[src/rtl/fetch_unit_pkg.sv]
// ===========================================================================
// fetch_unit_pkg : shared types and constants for the instruction fetch unit
// Revision 1.0
// ===========================================================================
`default_nettype none

package fetch_unit_pkg;

   localparam logic [31:0] PC_RESET_VAL = 32'h1eceb000;
   localparam logic [3:0]  RMASK_WORD   = 4'hF;

   typedef struct packed {
      logic [31:0] pc;
      logic [31:0] inst;
   } fetch_pkt_t;

   typedef enum logic [1:0] {
      ISSUE   = 2'd0,
      WAIT    = 2'd1,
      DISCARD = 2'd2
   } fetch_state_t;

   typedef enum logic [1:0] {
      PC_HOLD   = 2'd0,
      PC_SEQ    = 2'd1,
      PC_BRANCH = 2'd2
   } pc_sel_t;

endpackage

`default_nettype wire

[src/rtl/fetch_unit_pc_gen.sv]
// ===========================================================================
// fetch_pc_gen : program counter register with reset / +4 / branch-target mux
// Revision 1.0
// ===========================================================================
`default_nettype none

module fetch_pc_gen
   import fetch_unit_pkg::*;
#(
   parameter int               XLEN     = 32,
   parameter logic [XLEN-1:0]  PC_RESET = XLEN'(PC_RESET_VAL)
) (
   input  logic            clk,
   input  logic            rst_n,
   input  pc_sel_t         pc_sel_i,
   input  logic [XLEN-1:0] seq_base_i,
   input  logic [XLEN-1:0] target_i,
   output logic [XLEN-1:0] pc_o
);

   localparam logic [XLEN-1:0] WORD_STEP = XLEN'(4);

   logic [XLEN-1:0] pc_q;
   logic [XLEN-1:0] pc_d;

   // Sequential step is taken from the address just answered, not from pc_q
   always_comb begin
      pc_d = pc_q;
      case (pc_sel_i)
         PC_SEQ:    pc_d = seq_base_i + WORD_STEP;
         PC_BRANCH: pc_d = target_i;
         default:   pc_d = pc_q;
      endcase
   end

   always_ff @(posedge clk or negedge rst_n) begin
      if (!rst_n) begin
         pc_q <= PC_RESET;
      end else begin
         pc_q <= pc_d;
      end
   end

   assign pc_o = pc_q;

endmodule

`default_nettype wire

[src/rtl/fetch_unit.sv]
// ===========================================================================
// fetch_unit : single-outstanding instruction fetcher feeding the instruction
// queue; FETCH_PERF_CNT_EN adds stall/discard counters. Revision 1.0
// ===========================================================================
`default_nettype none

module fetch_unit
   import fetch_unit_pkg::*;
#(
   parameter int               XLEN     = 32,
   parameter logic [XLEN-1:0]  PC_RESET = XLEN'(PC_RESET_VAL)
) (
   input  logic              clk,
   input  logic              rst_n,
   output logic [XLEN-1:0]   imem_addr,
   output logic [3:0]        imem_rmask,
   input  logic [XLEN-1:0]   imem_rdata,
   input  logic              imem_resp,
   input  logic              iq_full_in,
   output logic              iq_enqueue_out,
   output logic [2*XLEN-1:0] iq_wdata_out,
   input  logic              global_branch_signal,
   input  logic [XLEN-1:0]   branch_target_pc
`ifdef FETCH_PERF_CNT_EN
   ,
   output logic [31:0]       perf_stall_cnt,
   output logic [31:0]       perf_discard_cnt
`endif
);

   localparam logic [XLEN-1:0] WORD_STEP = XLEN'(4);

   fetch_state_t    state_q, state_d;
   logic [XLEN-1:0] addr_q, addr_d;
   logic [3:0]      rmask_q, rmask_d;
   logic [XLEN-1:0] pc;
   pc_sel_t         pc_sel;
   logic            enq;

   fetch_pc_gen #(
      .XLEN     (XLEN),
      .PC_RESET (PC_RESET)
   ) u_pc_gen (
      .clk        (clk),
      .rst_n      (rst_n),
      .pc_sel_i   (pc_sel),
      .seq_base_i (addr_q),
      .target_i   (branch_target_pc),
      .pc_o       (pc)
   );

   always_comb begin
      state_d = state_q;
      addr_d  = addr_q;
      rmask_d = rmask_q;
      pc_sel  = PC_HOLD;
      enq     = 1'b0;
      case (state_q)
         ISSUE: begin
            if (global_branch_signal) begin
               pc_sel = PC_BRANCH;
            end else if (!iq_full_in) begin
               addr_d  = pc;
               rmask_d = RMASK_WORD;
               state_d = WAIT;
            end
         end
         WAIT: begin
            if (imem_resp) begin
               if (global_branch_signal) begin
                  pc_sel  = PC_BRANCH;
                  rmask_d = 4'h0;
                  state_d = ISSUE;
               end else begin
                  enq    = 1'b1;
                  pc_sel = PC_SEQ;
                  // Queue full here already accounts for this cycle's enqueue
                  if (!iq_full_in) begin
                     addr_d = addr_q + WORD_STEP;
                  end else begin
                     rmask_d = 4'h0;
                     state_d = ISSUE;
                  end
               end
            end else if (global_branch_signal) begin
               pc_sel  = PC_BRANCH;
               state_d = DISCARD;
            end
         end
         DISCARD: begin
            if (global_branch_signal) begin
               pc_sel = PC_BRANCH;
            end
            if (imem_resp) begin
               rmask_d = 4'h0;
               state_d = ISSUE;
            end
         end
         default: begin
            rmask_d = 4'h0;
            state_d = ISSUE;
         end
      endcase
   end

   always_ff @(posedge clk or negedge rst_n) begin
      if (!rst_n) begin
         state_q <= ISSUE;
         addr_q  <= '0;
         rmask_q <= 4'h0;
      end else begin
         state_q <= state_d;
         addr_q  <= addr_d;
         rmask_q <= rmask_d;
      end
   end

   assign imem_addr      = addr_q;
   assign imem_rmask     = rmask_q;
   assign iq_enqueue_out = enq;
   assign iq_wdata_out   = enq ? {addr_q, imem_rdata} : '0;

`ifdef FETCH_PERF_CNT_EN
   logic [31:0] stall_cnt_q;
   logic [31:0] discard_cnt_q;
   logic        stall_evt;
   logic        discard_evt;

   assign stall_evt   = (state_q == ISSUE) && iq_full_in;
   assign discard_evt = imem_resp &&
                        ((state_q == DISCARD) ||
                         ((state_q == WAIT) && global_branch_signal));

   always_ff @(posedge clk or negedge rst_n) begin
      if (!rst_n) begin
         stall_cnt_q   <= '0;
         discard_cnt_q <= '0;
      end else begin
         if (stall_evt && (stall_cnt_q != 32'hFFFFFFFF)) begin
            stall_cnt_q <= stall_cnt_q + 32'd1;
         end
         if (discard_evt && (discard_cnt_q != 32'hFFFFFFFF)) begin
            discard_cnt_q <= discard_cnt_q + 32'd1;
         end
      end
   end

   assign perf_stall_cnt   = stall_cnt_q;
   assign perf_discard_cnt = discard_cnt_q;
`endif

endmodule

`default_nettype wire

[config.mk]
export PLATFORM = sky130hd
export DESIGN_NAME = fetch_unit
export DESIGN_NICKNAME = d
export VERILOG_FILES = /design/src/rtl/fetch_unit_pkg.sv /design/src/rtl/fetch_unit_pc_gen.sv /design/src/rtl/fetch_unit.sv
export SDC_FILE = /design/constraint.sdc
export NUM_CORES = 1
export LEC_CHECK = 0
export BUFFER_PORTS_ARGS = -buffer_cell sky130_fd_sc_hd__buf_2
export CORE_MARGIN = 8
export CORE_UTILIZATION = 55
export DETAILED_ROUTE_END_ITERATION = 7
export PLACE_DENSITY_LB_ADDON = 0.08
export SYNTH_ARGS = -nofsm -noshare
export SYNTH_HDL_FRONTEND = slang
export SYNTH_SLANG_ARGS = --single-unit
[constraint.sdc]
create_clock -name clk -period 6.6 [get_ports clk]
set_input_delay 1.32 -clock clk [delete_from_list [all_inputs] [get_ports clk]]
set_output_delay 1.32 -clock clk [all_outputs]
set_load 0.05 [all_outputs]
# ---- Yosys cells after proc, flatten, opt, wreduce, memory -nomap -nowiden
# Index checks and enable logic that the tools add are counted.
dict set report word_totals {
  mem_bits_rw 0
  in_bits 69
  out_inout_bits 101
  elab_cells 54
  rom_bits 0
  latchBits 0
  reg_bits 70
  memories 0
}
dict set report classes {
  bitwise 0
  multipliers 0
  addsub 1
  n_div 0
  eq_ne 12
  shift 0
  n_reduce_logical 7
  n_lt_le_gt_ge 0
  mux 30
}
# cell n
set ops {}
lappend ops {{$mux W32} 5}
lappend ops {{$pmux W32 S2} 2}
lappend ops {{$mux W64} 1}
lappend ops {{$add A32 B3 Y32 const B} 1}
lappend ops {{$mux W4} 6}
lappend ops {{$mux W2} 10}
lappend ops {{$ne A2 B2 Y1 const B} 6}
lappend ops {{$pmux W4 S3} 1}
lappend ops {{$reduce_and A5 Y1} 2}
lappend ops {{$ne A3 B3 Y1 const B} 2}
lappend ops {{$pmux W2 S3} 1}
lappend ops {{$reduce_and A6 Y1} 1}
lappend ops {{$eq A2 B1 Y1 const B} 2}
lappend ops {{$eq A2 B2 Y1 const B} 2}
lappend ops {{$pmux W2 S2} 1}
lappend ops {{$reduce_bool A2 Y1} 2}
lappend ops {{$mux W1} 3}
lappend ops {{$logic_not A2 Y1} 1}
lappend ops {{$reduce_or A2 Y1} 1}

# ---- Longest topological paths before layout
# Gate-level depths: netlist of run 1.
dict set report depth {
  ltp_word 5
  depth_mapped 12
}

# ---- By module
# From an unflattened synthesis of run 1, not the netlist that was laid out.
dict set report hier_totals {
  cells_unflattened 565
  hier_area_um2 4649.5
}
# module area_each_um2 n_inst cells_per_inst
set modules_own_cells {}
lappend modules_own_cells {fetch_unit 2581.2 1 333}
lappend modules_own_cells {fetch_pc_gen 2068.2 1 232}

# ---- Worst setup path before layout of run 1
# OpenSTA, ideal clock, no wires.
dict set report synth_timing {
  path_kind {input port to output port}
  startpoint {in global_branch_signal}
  endpoint {out iq_wdata_out[39]}
  cell_stages 5
  path_buffers 2
  t_arrival_ns 3.224
  setup_slack_ns 2.056
  t_required_ns 5.280
  cell_sequence {buf_6 -> nor3b_2 -> clkbuf_1 -> inv_1 -> nor2_1}
}
dict set report synth_between {
  elab_chain_len 4
}
# item line
set synth_rtl {}
lappend synth_rtl {{from (decl)} fetch_unit.sv:22} ;# input logic global_branch_signal,
lappend synth_rtl {{$mux W1} fetch_unit.sv:70} ;# if (global_branch_signal) begin
lappend synth_rtl {{$mux W1} fetch_unit.sv:69} ;# if (imem_resp) begin
lappend synth_rtl {{$mux W1} fetch_unit.sv:58} ;# case (state_q)
lappend synth_rtl {{named net iq_enqueue_out} fetch_unit.sv:20} ;# output logic iq_enqueue_out,
lappend synth_rtl {{$mux W64} fetch_unit.sv:121} ;# assign iq_wdata_out = enq ? {addr_q, imem_rdata} : '0;
lappend synth_rtl {{to (decl)} fetch_unit.sv:21} ;# output logic [2*XLEN-1:0] iq_wdata_out,
# The timed path passes the listed nets, and every way through them passes these cells.

# ---- Worst setup path in the final report of run 1
dict set report layout_timing {
  startpoint {in global_branch_signal}
  endpoint {out iq_wdata_out[6]}
}
dict set report layout_between {
  elab_chain_len 4
}
# item line
set layout_rtl {}
lappend layout_rtl {{$mux W1} fetch_unit.sv:70}
lappend layout_rtl {{$mux W1} fetch_unit.sv:69}
lappend layout_rtl {{$mux W1} fetch_unit.sv:58}
lappend layout_rtl {{$mux W64} fetch_unit.sv:121}
# Every way passes these cells.

==> run summary, run 1 <==
Status: completed
Sink Count: 67
Distinct cells, synth: 57
Mean Syn Cell Area: 7.88 sq um
Crit-path leading delay family: buffers and inverters
Iteration count of the initial detailed-routing pass: 7
Crit Path Category: primary input to primary output
Max_cap viols: 0
Synth Area in XOR/XNOR: 0.0180
Area leader, netlist: dfrtp_1
Total power: 1.93 mW
Clock Skews: 0.0102 ns
CTS tree: built
NetSw: 915 uW
Placer Congestion: 0.825
Layout cell share with drive strength beyond 1: 0.292
Width of the die: 110 microns
Setup Viol. Count Final: 0
Critical Path Source Type: primary input
Simple-Gate Fraction of Synth Area: 0.341
Post-DP HPWL: 10700 microns
Die Ht: 110 microns
Flop pwr share: 0.383
Routed Antenna Nets: 0
Area grow syn2layout: 20.4%
Arr. time, crit path: 2.88 ns
YS warnings: 0
Worst hold margin: 0.487 ns
Detailed-route via count: 5190
Fillers: 780
Initial antenna violation count: 0
Largest stage delay, worst path: 0.48 ns
Post-layout minimum cycle time: 4.20 ns
Clock Tree Buf Depth: 2
Clk_lat worst skew: 0.35 ns
Die area: 12100 sq um
Main combinational cell family by area after synthesis: simple AND/OR/NAND/NOR gates
Count of final hold-check violations: 0
Vias per inst: 6.11
Synth area leaders: dfrtp_1, and2_1, dfstp_2
Post-Synth Adder-Cell Area: 0.00515
Syn nets: 687
Post-synth top cells: nand2_1, and2_1, dfrtp_1, clkbuf_1, nor2_1
Multi-input logic area: 2830 sq um
Io pins: 170
TritonCTS buffer count: 9
Clk Tree Root Cell: clkbuf_8
Top_reg_cell synth: dfrtp_1
Slew Limit Fails: 0
CTS H-tree lvls: 3
ANT cells: 0
WP data required: 5.28 ns
Largest net degree at the start of global routing: 68
HP Class: flop to flop
Starting DRT DRC Count: 405
Synth top area share: 0.284
Drt wl/cell: 18.4 microns
FFs w/ async S/R, synth: 1.00
CP max FO: 52
Syn Inst Count: 616
Fin nets: 808
Max-slew headroom: 0.280
Count leader, synth: nand2_1
CP cell instances: buf_2 -> nor3b_4 -> buf_4 -> and2_1 -> buf_2
Critical path's slowest cell: nor3b_4
Tcrit/Tclk final: 0.637
Clock group share of total power: 0.205
Mux contribution to synthesized area: 0.0237
Core ar.: 8640 sq um
Sequential cell area: 1690 sq um
First-pass GRT wire length: 24700 microns
Routed wire length: 15700 microns
DRC: 0
# hold bufs at CTS: 0
Synthesis-stage register bit count: 67
PwrDens: 331 nW/um^2
Post-synth EDFFs: 0
Buf/Inv on CP: 3
Vias in the first global route: 4930
Comb power frac: 0.411
IO buf count: 169
Pint: 1.02 mW
Max Fclk: 0.238 GHz
LEAKAGE: 2.72 nW
Post-CTS Resized: 0
Setup Buffers After CTS: 0
VDD IR max: 0.000189 V
Cell Rows: 34
Total grt overflow: 0
GRT Total Usage: 0.255
Seq/Total Area, Yosys: 0.348
Sw Share: 0.473
Setup TNS: 0 ns
Worst Max-Slew Pin Slew: 1.08 ns
Clock slew at reported path FFs: 0.07 ns
Starting density of the core: 0.562
RSZ-0062 raised after global routing: false
Crit. End Element: primary output
Crit-path most repeated cell: buf_2
Compound-Gate Fraction of Synth Area: 0.194
Synthesized cell area: 4850 sq um
==> through the flow <==
| step | setup slack [ns] | util | instance area (sq um) | cells |
|---|---|---|---|---|
| after floorplan | 2.06 | - | 4850 | 616 |
| after global placement | 2.49 | 0.650 | 5620 | 834 |
| after detailed placement | 2.38 | 0.650 | 5620 | 834 |
| after CTS | 2.38 | 0.677 | 5840 | 850 |
| after global routing | 2.24 | 0.677 | 5840 | 850 |
| final | 2.40 | 0.677 | 5840 | 850 |
==> worst reg2reg max path: stages (launching register included) <==
cell	delay, ns
dfrtp_1	0.46
nand2b_1	0.18
buf_4	0.29
nor3b_4	0.55
inv_1	0.24
ha_2	0.95
buf_4	0.43
nor2_1	0.12
a21oi_1	0.15
nand3_1	0.09
==> registers in the layout, summed over array words and instances (netlist names) <==
signal and count:
imem_addr 32, u_pc_gen.pc_o 32, state_q 2, imem_rmask 1
==> routing by layer <==
metal  share of wire  GRT usage
met1            0.38      0.313
met5               0          0
met4           0.014     0.0800
met2            0.50      0.438
met3           0.098     0.0528
==> cells in the final DEF, fill, tap and decap left out, drive strengths merged, types with 9 or more instances in the layout <==
cell type,n
nand4,24
nand3,21
clkbuf,12
dfstp,12
inv,9
nand2,68
a21oi,36
nor3,17
and2,63
dfrtp,55
buf,179
o211ai,16
and3,11
a211o,9
a31oi,9
nor2,38
nor4,12
nor3b,11
o21ai,34
==> cell type report <==
type | instances | share of cell area
multi-input cells | 471 | 0.485
flip-flops and latches | 67 | 0.290
repair buffers | 179 | 0.158
clock buffers | 12 | 0.0266
well taps | 108 | 0.0231
clock inverters | 4 | 0.0124
inverters | 9 | 0.00578
==> power groups by stage <==
| stage | Sequential (mW) | Clock, mW | Combinational [mW] |
|---|---|---|---|
| 2_1_floorplan | 0.884 | 0 | 0.445 |
| 3_3_place_gp | 0.733 | 0 | 0.780 |
| 3_5_place_dp | 0.742 | 0 | 0.796 |
| 4_1_cts | 0.735 | 0.398 | 0.800 |
| 5_1_grt | 0.770 | 0.416 | 0.854 |
| 6_report | 0.742 | 0.397 | 0.796 |
==> path summary, 6_finish.rpt <==
path                                          end  slack (ns)                  from  cells past startpoint
worst max-delay path              iq_wdata_out[6]        2.40  global_branch_signal                      5
worst min-delay path            u_pc_gen.pc_o[13]        0.49     u_pc_gen.pc_o[13]                      2
worst max register to register  u_pc_gen.pc_o[24]        3.04            state_q[1]                      9
worst min register to register  u_pc_gen.pc_o[13]        0.49     u_pc_gen.pc_o[13]                      2
max in group asynchronous              state_q[1]        4.86                 rst_n                      2
min in group asynchronous           imem_addr[30]        1.16                 rst_n                      2
==> cells by family (layout without fill, tap and decap cells) <==
group | count (synthesis) | after routing
and+or+nand+nor | 304 | 304
buffers and inverters | 78 | 204
xor gates and xnor gates | 10 | 10
DFF | 67 | 67
muxes | 11 | 11
AOI/OAI and AO/OA | 144 | 144
adders and majority gates | 2 | 2
No activity file was read; power rests on OpenSTA's default activity.
==> run 2: changes to the inputs <==
--- a/config.mk
+++ b/config.mk
@@ -5,9 +5,10 @@
 export SDC_FILE = /design/constraint.sdc
 export NUM_CORES = 1
 export LEC_CHECK = 0
+export ABC_AREA = 1
 export BUFFER_PORTS_ARGS = -buffer_cell sky130_fd_sc_hd__buf_2
 export CORE_MARGIN = 8
-export CORE_UTILIZATION = 55
+export CORE_UTILIZATION = 46
 export DETAILED_ROUTE_END_ITERATION = 7
 export PLACE_DENSITY_LB_ADDON = 0.08
 export SYNTH_ARGS = -nofsm -noshare
==> constraint.sdc (replaced) <==
create_clock -name clk -period 3.6 [get_ports clk]
set_input_delay 0.72 -clock clk [delete_from_list [all_inputs] [get_ports clk]]
set_output_delay 0.72 -clock clk [all_outputs]
set_load 0.05 [all_outputs]
==> run summary, run 2 <==
TritonCTS buffer count: 9 (unchanged)
Tcrit/Tclk final: 0.783
# hold bufs at CTS: 0 (unchanged)
Seq/Total Area, Yosys: 0.368 (+0.0193)
Clock group share of total power: 0.211 (+0.006)
Initial antenna violation count: 0 (unchanged)
Die Ht: 116 microns (+5.5%)
FFs w/ async S/R, synth: 1.00 (unchanged)
LEAKAGE: 3.18 nW (+17%)
Top_reg_cell synth: dfrtp_1
Synth area leaders: dfrtp_1, nand2_1, nor2_1
Pint: 1.76 mW (+73%)
Placed insts: 1012 (+21%)
Reg2reg path depth: 11 (+2)
Clk Tree Root Cell: clkbuf_8
Mean Syn Cell Area: 6.24 sq um (-21%)
Placer Congestion: 0.914 (+11%)
Synth top area share: 0.299 (+0.0157)
Syn nets: 808 (+18%)
Iteration count of the initial detailed-routing pass: 5 (-2)
Arr. time, crit path: 2.10 ns (-0.78 ns)
RSZ-0062 raised after global routing: false
DRC: 0 (unchanged)
Setup TNS: 0 ns (unchanged)
Vias per inst: 5.07 (-17%)
Reg2reg start: state_q[1]
HP Class: primary input to asynchronous set/reset pin
Syn Inst Count: 737 (+20%)
Vias in the first global route: 4993 (+1.3%)
Layout cell share with drive strength beyond 1: 0.257 (-0.0355)
Cell Rows: 36 (+5.9%)
Die area: 13500 sq um (+11%)
Flop pwr share: 0.349 (-0.034)
Placed cell areas: 5520 sq um (-1.7%)
Non-Filler Cell Area, Final: 5750 sq um (-1.7%)
Drt wl/cell: 15.1 microns (-18%)
Count leader, synth: nand2_1
Starting DRT DRC Count: 371 (-8.4%)
YS warnings: 0 (unchanged)
Width of the die: 116 microns (+5.5%)
Max_cap viols: 0 (unchanged)
CTS H-tree lvls: 3 (unchanged)
Clock slew at reported path FFs: 0.08 ns (about the same)
First-pass GRT wire length: 24500 microns (-0.81%)
Post-CTS Resized: 0 (unchanged)
Area leader, netlist: dfrtp_1
Most common cell after layout, fill and taps aside: nand2_1
Non-Filler Instances: 1028 (+21%)
CP max FO: 44 (-15%)
Sw Share: 0.489 (+0.0158)
Worst Max-Slew Pin Slew: 0.713 ns (-0.367 ns)
Sink Count: 67 (unchanged)
Starting density of the core: 0.473 (-0.0894)
Slew Limit Fails: 0 (unchanged)
Critical Path Source Type: primary input
Io pins: 170 (unchanged)
Area grow syn2layout: 24.9%
Status: completed
CTS tree: built
Total grt overflow: 0 (unchanged)
Synthesized cell area: 4600 sq um (-5.3%)
Distinct cells, synth: 30 (-47%)
Post-synth EDFFs: 0 (unchanged)
Post-DP HPWL: 11800 microns (+10%)
Crit. End Element: primary output
Synthesis-stage register bit count: 67 (unchanged)
Routed wire length: 15500 microns (-0.98%)
Routed Antenna Nets: 0 (unchanged)
Clock Skews: 0.0104 ns (+0.000291 ns)
IO buf count: 169 (unchanged)
Max Fclk: 0.355 GHz
PwrDens: 600 nW/um^2 (+81%)
Post-synth top cells: nand2_1, nor2_1, inv_1, nand3_1, dfrtp_1
NetSw: 1.68 mW (+84%)
Crit Path Category: primary input to primary output
Fin nets: 961 (+19%)
VDD IR max: 0.000268 V (+42%)
Clk_lat worst skew: 0.36 ns (about the same)
Setup Viol. Count Final: 0 (unchanged)
Count of final hold-check violations: 0 (unchanged)
ANT cells: 0 (unchanged)
Detailed-route via count: 5211 (+0.40%)
Setup Buffers After CTS: 0 (unchanged)
Post-layout minimum cycle time: 2.82 ns
Total power: 3.45 mW (+78%)
Comb power frac: 0.440 (+0.029)
Clock Tree Buf Depth: 2 (unchanged)
Worst reg2reg path endpoint: u_pc_gen.pc_o[24]
R2r setup slk: 1.07 ns (-1.97 ns)
Core ar.: 9730 sq um (+13%)
GRT Total Usage: 0.231 (-0.0241)
Max-slew headroom: 0.524 (+0.244)
Largest net degree at the start of global routing: 46 (-32%)
Most frequent cells in the layout: nand2_1, nor2_1, buf_2
Fillers: 977 (+25%)
WP data required: 2.88 ns (-2.40 ns)
## run 2: critical path, cell delays in order
cell and delay [ns]:
buf_2 0.09, inv_1 0.05, nand2_1 0.07, nor2_1 0.06
inv_2 0.30, buf_4 0.45, nor2_1 0.09, buf_2 0.23
## run 2: how the worst max path moves through the flow
| stage | slack [ns] | startpoint | cells after the start | end |
|---|---|---|---|---|
| after floorplan | 0.27 | global_branch_signal | 7 | iq_wdata_out[10] |
| after global placement | 0.74 | global_branch_signal | 10 | u_pc_gen.pc_o[7] |
| after detailed placement | 0.69 | global_branch_signal | 12 | u_pc_gen.pc_o[24] |
| after CTS | 0.76 | global_branch_signal | 8 | iq_wdata_out[3] |
| after global routing | 0.62 | state_q[1] | 7 | iq_wdata_out[26] |
| final | 0.78 | global_branch_signal | 8 | iq_wdata_out[3] |
## run 2: cell type report
type                       instances  area [sq um]  area share
multi-input combinational        538          2380       0.414
sequential                        67          1690       0.294
timing repair buffer             177           918       0.160
inverter                          97           364      0.0634
tap                              133           166      0.0290
clock buffer                       9           124      0.0216
clock inverter                     7           100      0.0174
## run 2: stage by stage
step | util | setup slack, ns | hold WS [ns]
floorplan | - | 0.272 | 0.424
global placement | 0.568 | 0.743 | 0.446
detailed placement | 0.568 | 0.686 | 0.448
CTS | 0.591 | 0.762 | 0.361
global route | 0.591 | 0.620 | 0.371
finish | 0.591 | 0.780 | 0.330
## run 2: logic make-up (layout without fill, tap and decap cells)
| group | Yosys count | after routing | share of synthesized area |
|---|---|---|---|
| and+or+nand+nor | 442 | 442 | 0.401 |
| buffers and inverters | 132 | 290 | 0.115 |
| AOI/OAI and AO/OA | 88 | 88 | 0.0998 |
| DFF | 67 | 67 | 0.368 |
| xor gates and xnor gates | 6 | 6 | 0.0114 |
| adders and majority gates | 2 | 2 | 0.00544 |
## run 2: layer usage
metal,up-vias,part of all wire,GRT usage
met5,-,0,0
met2,210,0.47,0.390
li1,2561,-,-
met1,2412,0.41,0.276
met4,0,0.027,0.0942
met3,28,0.089,0.0568
## run 2: power groups by stage
stage | sequential, mW | combinational (mW) | clock, mW
finish | 1.20 | 1.52 | 0.726
global route | 1.23 | 1.65 | 0.764
CTS | 1.20 | 1.53 | 0.735
detailed placement | 1.21 | 1.52 | 0
global placement | 1.21 | 1.51 | 0
floorplan | 1.57 | 0.737 | 0
